$ cat src/rtl/pill_feeder_pkg.sv
// Shared state encodings and parameter defaults for the pill feeder.
// Imported by the feeder top level.
package pill_feeder_pkg;

    typedef enum logic [2:0] {
        ST_IDLE  = 3'd0,
        ST_FEED  = 3'd1,
        ST_INDEX = 3'd2,
        ST_STALL = 3'd3,
        ST_EMPTY = 3'd4
    } feeder_state_t;

    localparam int LEVEL_W          = 10;
    localparam int DEF_PILL_PERIOD  = 100;
    localparam int DEF_INDEX_CYCLES = 500;
    localparam int DEF_HOPPER_CAP   = 999;
    localparam int DEF_ADD_QTY      = 100;
    localparam int DEF_JAM_CYCLES   = 3000;

    function automatic int max_int(input int a, input int b);
        return (a > b) ? a : b;
    endfunction

endpackage

$ cat src/rtl/pill_feeder_timer.sv
// Loadable, freezable up-counter with terminal-value compare; shared by the
// pill interval and the conveyor index dwell.
module feed_timer #(
    parameter int W = 9
) (
    input  logic         clk,
    input  logic         rst_n,
    input  logic         load,
    input  logic [W-1:0] load_val,
    input  logic         hold,
    input  logic [W-1:0] last,
    output logic [W-1:0] count,
    output logic         at_last
);

    always_ff @(posedge clk or negedge rst_n) begin
        if (!rst_n) begin
            count <= '0;
        end else if (load) begin
            count <= load_val;
        end else if (!hold) begin
            count <= count + W'(1);
        end
    end

    assign at_last = (count == last);

endmodule

$ cat src/rtl/pill_feeder.sv
// Pill feeder controller: paced pill dispensing, conveyor index dwell, stall,
// hopper level tracking. Optional jam detection with FEEDER_JAM_DETECT_EN.
module pill_feeder
    import pill_feeder_pkg::*;
#(
    parameter int PILL_PERIOD  = DEF_PILL_PERIOD,
    parameter int INDEX_CYCLES = DEF_INDEX_CYCLES,
    parameter int HOPPER_CAP   = DEF_HOPPER_CAP,
    parameter int ADD_QTY      = DEF_ADD_QTY,
    parameter int JAM_CYCLES   = DEF_JAM_CYCLES
) (
    input  logic               clk_1khz,
    input  logic               switch_clr,
    input  logic               run,
    input  logic               bottle_full,
    input  logic               hopper_add,
    input  logic               hopper_stop,
    input  logic               conveyor_stop,
    output logic               pill_pulse,
    output logic [LEVEL_W-1:0] hopper_level,
    output logic [2:0]         fsm_state,
    output logic               empty_alarm,
    output logic               jam
);

    localparam int CNT_W = $clog2(max_int(PILL_PERIOD, INDEX_CYCLES) + 1);
    localparam int LW1   = LEVEL_W + 1;

    localparam logic [CNT_W-1:0]   PILL_LAST  = CNT_W'(PILL_PERIOD - 1);
    localparam logic [CNT_W-1:0]   DWELL_LAST = CNT_W'(INDEX_CYCLES - 1);
    localparam logic [LEVEL_W:0]   CAP_X      = LW1'(HOPPER_CAP);
    localparam logic [LEVEL_W:0]   ADD_X      = LW1'(ADD_QTY);

    feeder_state_t state, next_state, saved_state;

    logic             stop;
    logic             jam_block;
    logic             tmr_load;
    logic             tmr_hold;
    logic [CNT_W-1:0] tmr_last;
    logic [CNT_W-1:0] tmr_count;
    logic             tmr_at_last;
    logic [LEVEL_W:0] level_sum;
    logic [LEVEL_W-1:0] level_next;

    function automatic logic [LEVEL_W-1:0] sat_level(input logic [LEVEL_W:0] v);
        return (v > CAP_X) ? CAP_X[LEVEL_W-1:0] : v[LEVEL_W-1:0];
    endfunction

    assign stop     = hopper_stop | conveyor_stop;
    assign tmr_last = (state == ST_INDEX) ? DWELL_LAST : PILL_LAST;

    feed_timer #(
        .W (CNT_W)
    ) u_timer (
        .clk      (clk_1khz),
        .rst_n    (switch_clr),
        .load     (tmr_load),
        .load_val ('0),
        .hold     (tmr_hold),
        .last     (tmr_last),
        .count    (tmr_count),
        .at_last  (tmr_at_last)
    );

    // A pill only drops on an undisturbed FEED cycle with stock in the hopper.
    assign pill_pulse = run && (state == ST_FEED) && !stop && !bottle_full
                        && tmr_at_last && (hopper_level != '0);

    assign level_sum  = {1'b0, hopper_level} - LW1'(pill_pulse)
                        + (hopper_add ? ADD_X : '0);
    assign level_next = sat_level(level_sum);

    always_comb begin
        next_state = state;
        tmr_load   = 1'b1;
        tmr_hold   = 1'b0;
        if (!run) begin
            next_state = ST_IDLE;
        end else begin
            case (state)
                ST_IDLE: begin
                    next_state = (hopper_level != '0) ? ST_FEED : ST_EMPTY;
                end
                ST_FEED: begin
                    if (stop) begin
                        next_state = ST_STALL;
                        tmr_load   = 1'b0;
                        tmr_hold   = 1'b1;
                    end else if (bottle_full) begin
                        next_state = ST_INDEX;
                    end else if (level_next == '0) begin
                        next_state = ST_EMPTY;
                    end else if (!tmr_at_last) begin
                        tmr_load = 1'b0;
                    end
                end
                ST_INDEX: begin
                    if (stop) begin
                        next_state = ST_STALL;
                        tmr_load   = 1'b0;
                        tmr_hold   = 1'b1;
                    end else if (tmr_at_last) begin
                        next_state = (hopper_level == '0) ? ST_EMPTY : ST_FEED;
                    end else begin
                        tmr_load = 1'b0;
                    end
                end
                ST_STALL: begin
                    tmr_load = 1'b0;
                    tmr_hold = 1'b1;
                    if (!stop && !jam_block) begin
                        next_state = saved_state;
                    end
                end
                ST_EMPTY: begin
                    if (hopper_level != '0) begin
                        next_state = ST_FEED;
                    end
                end
                default: begin
                    next_state = ST_IDLE;
                end
            endcase
        end
    end

    always_ff @(posedge clk_1khz or negedge switch_clr) begin
        if (!switch_clr) begin
            state        <= ST_IDLE;
            saved_state  <= ST_FEED;
            hopper_level <= LEVEL_W'(HOPPER_CAP);
        end else begin
            state        <= next_state;
            hopper_level <= level_next;
            // Remember where to resume once the stall clears.
            if (state != ST_STALL && next_state == ST_STALL) begin
                saved_state <= state;
            end
        end
    end

    assign fsm_state   = state;
    assign empty_alarm = (state == ST_EMPTY);

`ifdef FEEDER_JAM_DETECT_EN
    localparam int JAM_W = $clog2(JAM_CYCLES + 1);
    localparam logic [JAM_W-1:0] JAM_LAST = JAM_W'(JAM_CYCLES - 1);

    logic [JAM_W-1:0] jam_cnt;
    logic             jam_flag;

    always_ff @(posedge clk_1khz or negedge switch_clr) begin
        if (!switch_clr) begin
            jam_cnt  <= '0;
            jam_flag <= 1'b0;
        end else if (!run) begin
            jam_cnt  <= '0;
            jam_flag <= 1'b0;
        end else if (state == ST_STALL && conveyor_stop) begin
            if (jam_cnt != JAM_LAST) begin
                jam_cnt <= jam_cnt + JAM_W'(1);
            end else begin
                jam_flag <= 1'b1;
            end
        end else begin
            jam_cnt <= '0;
        end
    end

    assign jam       = jam_flag;
    assign jam_block = jam_flag;
`else
    logic unused_jam_cfg;
    assign unused_jam_cfg = (JAM_CYCLES == 0);
    assign jam            = 1'b0;
    assign jam_block      = 1'b0;
`endif

endmodule

$ cat config.mk
export PLATFORM = sky130hd
export DESIGN_NAME = pill_feeder
export DESIGN_NICKNAME = d
export VERILOG_FILES = /design/src/rtl/pill_feeder_pkg.sv /design/src/rtl/pill_feeder_timer.sv /design/src/rtl/pill_feeder.sv
export SDC_FILE = /design/constraint.sdc
export NUM_CORES = 1
export LEC_CHECK = 0
export CORE_AREA = 3 3 66 62
export CTS_CLUSTER_SIZE = 20
export DETAILED_ROUTE_END_ITERATION = 8
export DIE_AREA = 0 0 69 65
export PLACE_DENSITY = 0.83
export SETUP_SLACK_MARGIN = 0.2
export SYNTH_ARGS = -nofsm -noshare
export SYNTH_HDL_FRONTEND = slang
export SYNTH_HIERARCHICAL = 1
export SYNTH_SLANG_ARGS = --single-unit
$ cat constraint.sdc
create_clock -name clk_1khz -period 12.3 [get_ports clk_1khz]
set_input_delay 1.845 -clock clk_1khz [delete_from_list [all_inputs] [get_ports clk_1khz]]
set_output_delay 1.845 -clock clk_1khz [all_outputs]
set_load 0.02 [all_outputs]
; ---- Word level (Yosys, flattened, before mapping)
; Index checks and enable logic that the tools add are counted.
[totals]
latch_bits = 0
out_inout_bits = 16
rom_bits = 0
register_bits = 25
memories = 0
ramBits = 0
input_bits = 7
[op_classes]
bitwise_logic = 1
n_div = 0
shifts = 0
n_eq_ne = 8
n_reduce_logical = 13
order_cmp = 1
add_sub_neg = 3
muxes = 26
mul = 0
[ops]
columns = operator, count
row1 = 3-bit 2-to-1 mux, 10
row2 = 9-bit 2-to-1 mux, 3
row3 = 10-bit zero test, 2
row4 = 3-bit case mux with 5 select lines, 1
row5 = 11-bit by 7-bit adder with 11-bit output, 1
row6 = 11-bit by 10-bit > comparator with 1-bit output (second input constant), 1
row7 = 10-bit by 1-bit subtractor with 11-bit output, 1
row8 = 10-bit 2-to-1 mux, 1
row9 = 10-bit nonzero test, 1
row10 = 9-bit by 1-bit adder with 9-bit output (second input constant), 1
row11 = 3-bit by 2-bit == test with 1-bit output (second input constant), 3
row12 = 9-bit == test, 1
row13 = 1-bit 2-to-1 mux, 8
row14 = 7-bit 2-to-1 mux, 1
row15 = 1-bit logical AND, 6
row16 = 3-bit by 1-bit == test with 1-bit output (second input constant), 1
row17 = 3-bit == test (second input constant), 1
row18 = 3-bit zero test, 1
row19 = 3-bit by 2-bit inequality test with 1-bit output (second input constant), 1
row20 = 1-bit case mux with 3 select lines, 1
row21 = 1-bit zero test, 2
row22 = 2-bit inequality test (second input constant), 1
row23 = 1-bit case mux with 2 select lines, 1
row24 = 2-bit OR reduction, 1
row25 = 1-bit OR, 1

; ---- Depth between registers and ports, before layout
[depth]
ltp_word = 18
mapped_depth = 23

; ---- Modules after synthesis
; The synthesis kept the hierarchy.
[by_module_without_submodules]
columns = mod, cells_each, area_each_um2, instances, seq_area_each_um2
row1 = pill_feeder, 181, 1502.7, 1, 411.6
row2 = feed_timer, 64, 591.8, 1, 225.2

; ---- Worst setup path before layout
; No wires, ideal clock.
[synth_path]
path_kind = input -> register
start = input port bottle_full
end = register u_timer.count[3]
setup_slack_ns = 6.611
path_stages = 16
path_buffers = 2
required_ns = 12.168
arrival_ns = 5.557
setup_time_ns = 0.132
path_cell_list = or3_1 nor3b_1 ha_1 inv_1 ha_1 fa_1 a211oi_1 or3_1 nand2_1 o311ai_2 and2_4 a31oi_1 o41ai_2 buf_2 clkbuf_1 o21ai_1
[synth_via]
elab_chain_len = 15
word_cells_on_any_way = 16
classes_between = add/sub (2) / order compare (1) / eq/ne (1) / mux (7) / reduce/logical (5)
[synth_rtl]
columns = item, line_no
row1 = start: declaration, pill_feeder.sv:15  ; input logic bottle_full,
row2 = 1-bit zero test *, pill_feeder.sv:67  ; assign pill_pulse = run && (state == ST_FEED) && !stop && !bottle_full
row3 = 1-bit logical AND *, pill_feeder.sv:67
row4 = 1-bit logical AND * (2 in a row), pill_feeder.sv:68  ; && tmr_at_last && (hopper_level != '0);
row5 = via pill_pulse, pill_feeder.sv:19  ; output logic pill_pulse,
row6 = 10-bit by 1-bit subtractor with 11-bit output *, pill_feeder.sv:70  ; assign level_sum = {1'b0, hopper_level} - LW1'(pill_pulse)
row7 = 11-bit by 7-bit adder with 11-bit output *, pill_feeder.sv:71  ; + (hopper_add ? ADD_X : '0);
row8 = 11-bit by 10-bit > comparator with 1-bit output, pill_feeder.sv:47  ; return (v > CAP_X) ? CAP_X[LEVEL_W-1:0] : v[LEVEL_W-1:0];
row9 = 10-bit 2-to-1 mux *, pill_feeder.sv:47
row10 = 10-bit zero test *, pill_feeder.sv:92  ; end else if (level_next == '0) begin
row11 = 1-bit 2-to-1 mux *, pill_feeder.sv:92
row12 = 1-bit 2-to-1 mux *, pill_feeder.sv:90  ; end else if (bottle_full) begin
row13 = 1-bit 2-to-1 mux *, pill_feeder.sv:86  ; if (stop) begin
row14 = 1-bit case mux with 3 select lines *, pill_feeder.sv:81  ; case (state)
row15 = 1-bit 2-to-1 mux *, pill_feeder.sv:78  ; if (!run) begin
row16 = via tmr_load, pill_feeder.sv:38  ; logic tmr_load;
row17 = 2-bit inequality test (no line) or 9-bit 2-to-1 mux (tied branches), -
row18 = end signal: assignment, pill_feeder_timer.sv:20  ; count <= load_val;
row19 = end signal: assignment, pill_feeder_timer.sv:22  ; count <= count + W'(1);
row20 = end: declaration, pill_feeder_timer.sv:12  ; output logic [W-1:0] count,
; Mark *: on every way through the listed nets, which the timed path passes. The rest lies on a longest branch.
; A chain may end at the register's enable or synchronous reset.

; ---- Final worst setup path
[layout_path]
start = input port bottle_full
end = register u_timer.count[5]
[layout_via]
elab_chain_len = 15
word_cells_on_any_way = 16
classes_between = add/sub (2) / order compare (1) / eq/ne (1) / mux (7) / reduce/logical (5)
[layout_rtl]
columns = item, line_no
row1 = 1-bit zero test, pill_feeder.sv:67
row2 = 1-bit logical AND, pill_feeder.sv:67
row3 = 1-bit logical AND (2 in a row), pill_feeder.sv:68
row4 = 10-bit by 1-bit subtractor with 11-bit output, pill_feeder.sv:70
row5 = 11-bit by 7-bit adder with 11-bit output, pill_feeder.sv:71
row6 = 11-bit by 10-bit > comparator with 1-bit output, pill_feeder.sv:47
row7 = 10-bit 2-to-1 mux, pill_feeder.sv:47
row8 = 10-bit zero test, pill_feeder.sv:92
row9 = 1-bit 2-to-1 mux, pill_feeder.sv:92
row10 = 1-bit 2-to-1 mux *, pill_feeder.sv:90
row11 = 1-bit 2-to-1 mux *, pill_feeder.sv:86
row12 = 1-bit case mux with 3 select lines *, pill_feeder.sv:81
row13 = 1-bit 2-to-1 mux *, pill_feeder.sv:78
row14 = via tmr_load, pill_feeder.sv:38
row15 = 2-bit inequality test (no line) or 9-bit 2-to-1 mux (tied branches), -
; Marks and branches as above.

==> impl_metrics.tcl <==
set metrics [dict create \
    synthTopCellsByCount "26 x nand2_1, 25 x inv_1, 16 x dfrtp_1, 16 x nor2_1" \
    synthAdderAreaFrac_pct 9.92 \
    path_class "in -> reg" \
    hold_depth 1 \
    viasPerCell 5.57 \
    cp_max_fo 19 \
    drtIter0Drc 113 \
    synth_edf_count 0 \
    synthCells 245 \
    clockBufferDepth 2 \
    sw_frac_of_total_pct 48.4 \
    endpoint_kind "flip-flop" \
    die_w_um 69 \
    drc_errors 0 \
    fp-row-count 20 \
    wl_per_cell_um 13.6 \
    dieArea_sq_mm 0.00449 \
    avgSynthCellArea_sq_um 8.55 \
    insertion_delay_ps 270 \
    dp.cells 318 \
    combPwrFrac_pct 67.6 \
    rsz0062_at_grt "false" \
    drive_gt1_share_pct 9.35 \
    stdcell_count 322 \
    worst_ep_arrival_time_ps 5930 \
    hold_path_end "saved_state[1]" \
    areaGrowthSynthToFinish_pct 16.1 \
    min-delay-start "saved_state[1]" \
    fmax_ghz 0.173 \
    synth-main-ff-cell "dfrtp_1" \
    async_flop_share_pct 100 \
    yosysMostFrequentCell "nand2_1" \
    hp-class "reg -> reg" \
    period_share_pct 47.1 \
    grt_start_max_net_pins 26 \
    ios 23 \
    worstPathRequired_ps 12440 \
    fp.dieH_um 65 \
    r2r_end "u_timer/count[5]" \
    relSlewSlack_pct 28.2 \
    p_seq_share_pct 24.2 \
    cts_hold_buf 0 \
    vias 1795 \
    synth_compound_area_share_pct 16.1 \
    diodes 0 \
    yosys.area.top_type_share_pct 19.1 \
    final_antenna_net_count 0 \
    r2r_cells 22 \
    postCtsSetupBuffers 0 \
    p_clk_share_pct 8.2 \
    coreArea_sq_mm 0.00340 \
    finalHoldViolations 0 \
    finClkSkew_ps 11.1 \
    setup_viol 0 \
    globalplace.congestion 0.915 \
    p_leak_nw 1.11 \
    initial_core_util_pct 61.5 \
    fin_util_pct 71.5 \
    cts_tree "done" \
    post_cts_resized 0 \
    cp-start-kind "input port" \
    grt_use_total_pct 20.6 \
    r2r_slack_ps 6790 \
    wirelength_mm 4.37 \
    portBuffers 21 \
    dr.pass1.iters 5 \
    slew_viol_final 0 \
    synth_warnings 6 \
    grt_pass1_vias 1662 \
    hpwl_mm 3.46 \
    yosys.area_share.simple_pct 26.8 \
    synth-seq-cells 25 \
    syn-cell-area_sq_mm 0.00209 \
    numCtsBuffers 3 \
    ir_worst_vdd_uv 168 \
    numClockSinks 25 \
    internal_power_w 0.000305 \
    grt-ovfl-total 0 \
    fin_setup_tns_ps 0 \
    synthMuxAreaShare_pct 2.51 \
    seq_area_frac_synth_pct 30.4 \
    synth.distinct_cells 51 \
    fin_crit_ps 5800 \
    power.net_switching_w 0.000286 \
    path_clk_slew_ps 90 \
    final_nets 302 \
    synthTopCellsByArea "dfrtp_1 19%, dfstp_2 11%, ha_1 9.0%" \
    synth_top_area_cell "dfrtp_1" \
    outcome "finished clean" \
    maxCapViolations 0 \
    r2r-start "fsm_state[1]" \
    cts_max_level 1 \
    tightestPinTransition_ps 1070 \
    yosys.area_share.xor_xnor_pct 7.95 \
    grt_antenna_before_repair 0 \
    cts_root_buf "clkbuf_8" \
    grt_pass1_wl_mm 7.56 \
    pwr_density_cell_mw_per_mm2 243 \
    synth_top_family_by_area "simple AND/OR/NAND/NOR gates" \
]
layout make-up:
cell class,instances,area (sq um)
flip-flops and latches,25,637
clock buffers,4,45.0
multi-input cells,202,1380
well taps,44,55.1
repair buffers,22,218
inverters,25,93.8
fillers,288,971
through the flow:
step                      power [W]  hold WS, ps  worst slack, ps  area (sq um)
final                      0.000591          511             6500          2430
after floorplan            0.000448          459             6610          2150
after detailed placement   0.000541          490             6240          2390
after global placement     0.000531          477             6380          2390
after global routing       0.000646          547             6150          2430
after CTS                  0.000591          511             6510          2430
power by group through the flow:
stage,sequential [W],clock [W],combinational (W)
after CTS,0.000143,0.0000500,0.000398
after global routing,0.000148,0.0000533,0.000445
after floorplan,0.000149,0,0.000299
after global placement,0.000143,0,0.000388
final,0.000143,0.0000487,0.000399
after detailed placement,0.000145,0,0.000397
worst max-delay path: stages:
cell	delay, ps
clkdlybuf4s50_1	440
or3_1	430
nor3b_1	330
ha_1	200
inv_1	40
ha_1	200
fa_1	430
a211oi_1	290
or3_1	180
nand2_1	70
o311ai_2	330
and2_4	220
a31oi_1	90
o41ai_2	230
buf_4	260
inv_1	110
o211ai_1	100
nand3_1	110
routing by layer:
layer / vias up / part of all wire, % / track usage [%]
met3: 2 / 6.4 / 4.50
met5: - / 0 / 0
met2: 41 / 45 / 33.2
met4: 0 / 0.37 / 4.15
met1: 842 / 48 / 28.5
li1: 910 / - / -
logic make-up after synthesis:
family	Yosys count
AND/OR/NAND/NOR	98
XOR/XNOR	19
flip-flops	25
buffers and inverters	32
adder cells (fa/ha/maj)	16
AO/OA/AOI/OAI	48
other	2
multiplexers	5
cell usage in the layout, fill, tap and decap left out, drive strengths merged, types with 2 or more instances in the layout:
cell type      count
nand2             26
inv               25
clkdlybuf4s50     21
nor2              16
conb              16
dfrtp             16
a21oi             15
ha                15
o21ai             12
xnor2             11
nand3             10
dfstp              9
xor2               8
nand2b             6
nor3               5
or2                5
nand4              4
o211ai             4
or4                4
nor4               4
clkbuf             4
nor3b              3
or3                3
nor2b              3
mux2i              3
nand4b             3
a21o               2
and3               2
o41ai              2
a31oi              2
a2bb2oi            2
mux2               2
a211oi             2
and2               2
state kept, by name (all words and copies together) (netlist names):
| register | cells |
|---|---|
| fsm_state | 3 |
| hopper_level | 10 |
| saved_state | 3 |
| u_timer/count | 9 |
worst max-delay path by stage:
stage	depth (start not counted)	endpoint	from	slack [ps]
6_report	18	u_timer/count[5]	bottle_full	6500
2_1_floorplan	16	u_timer/count[3]	bottle_full	6610
5_1_grt	18	u_timer/count[6]	bottle_full	6150
3_3_place_gp	17	u_timer/count[8]	bottle_full	6380
3_5_place_dp	17	u_timer/count[8]	bottle_full	6240
4_1_cts	17	u_timer/count[8]	bottle_full	6510
No activity file was read; power rests on OpenSTA's default activity.
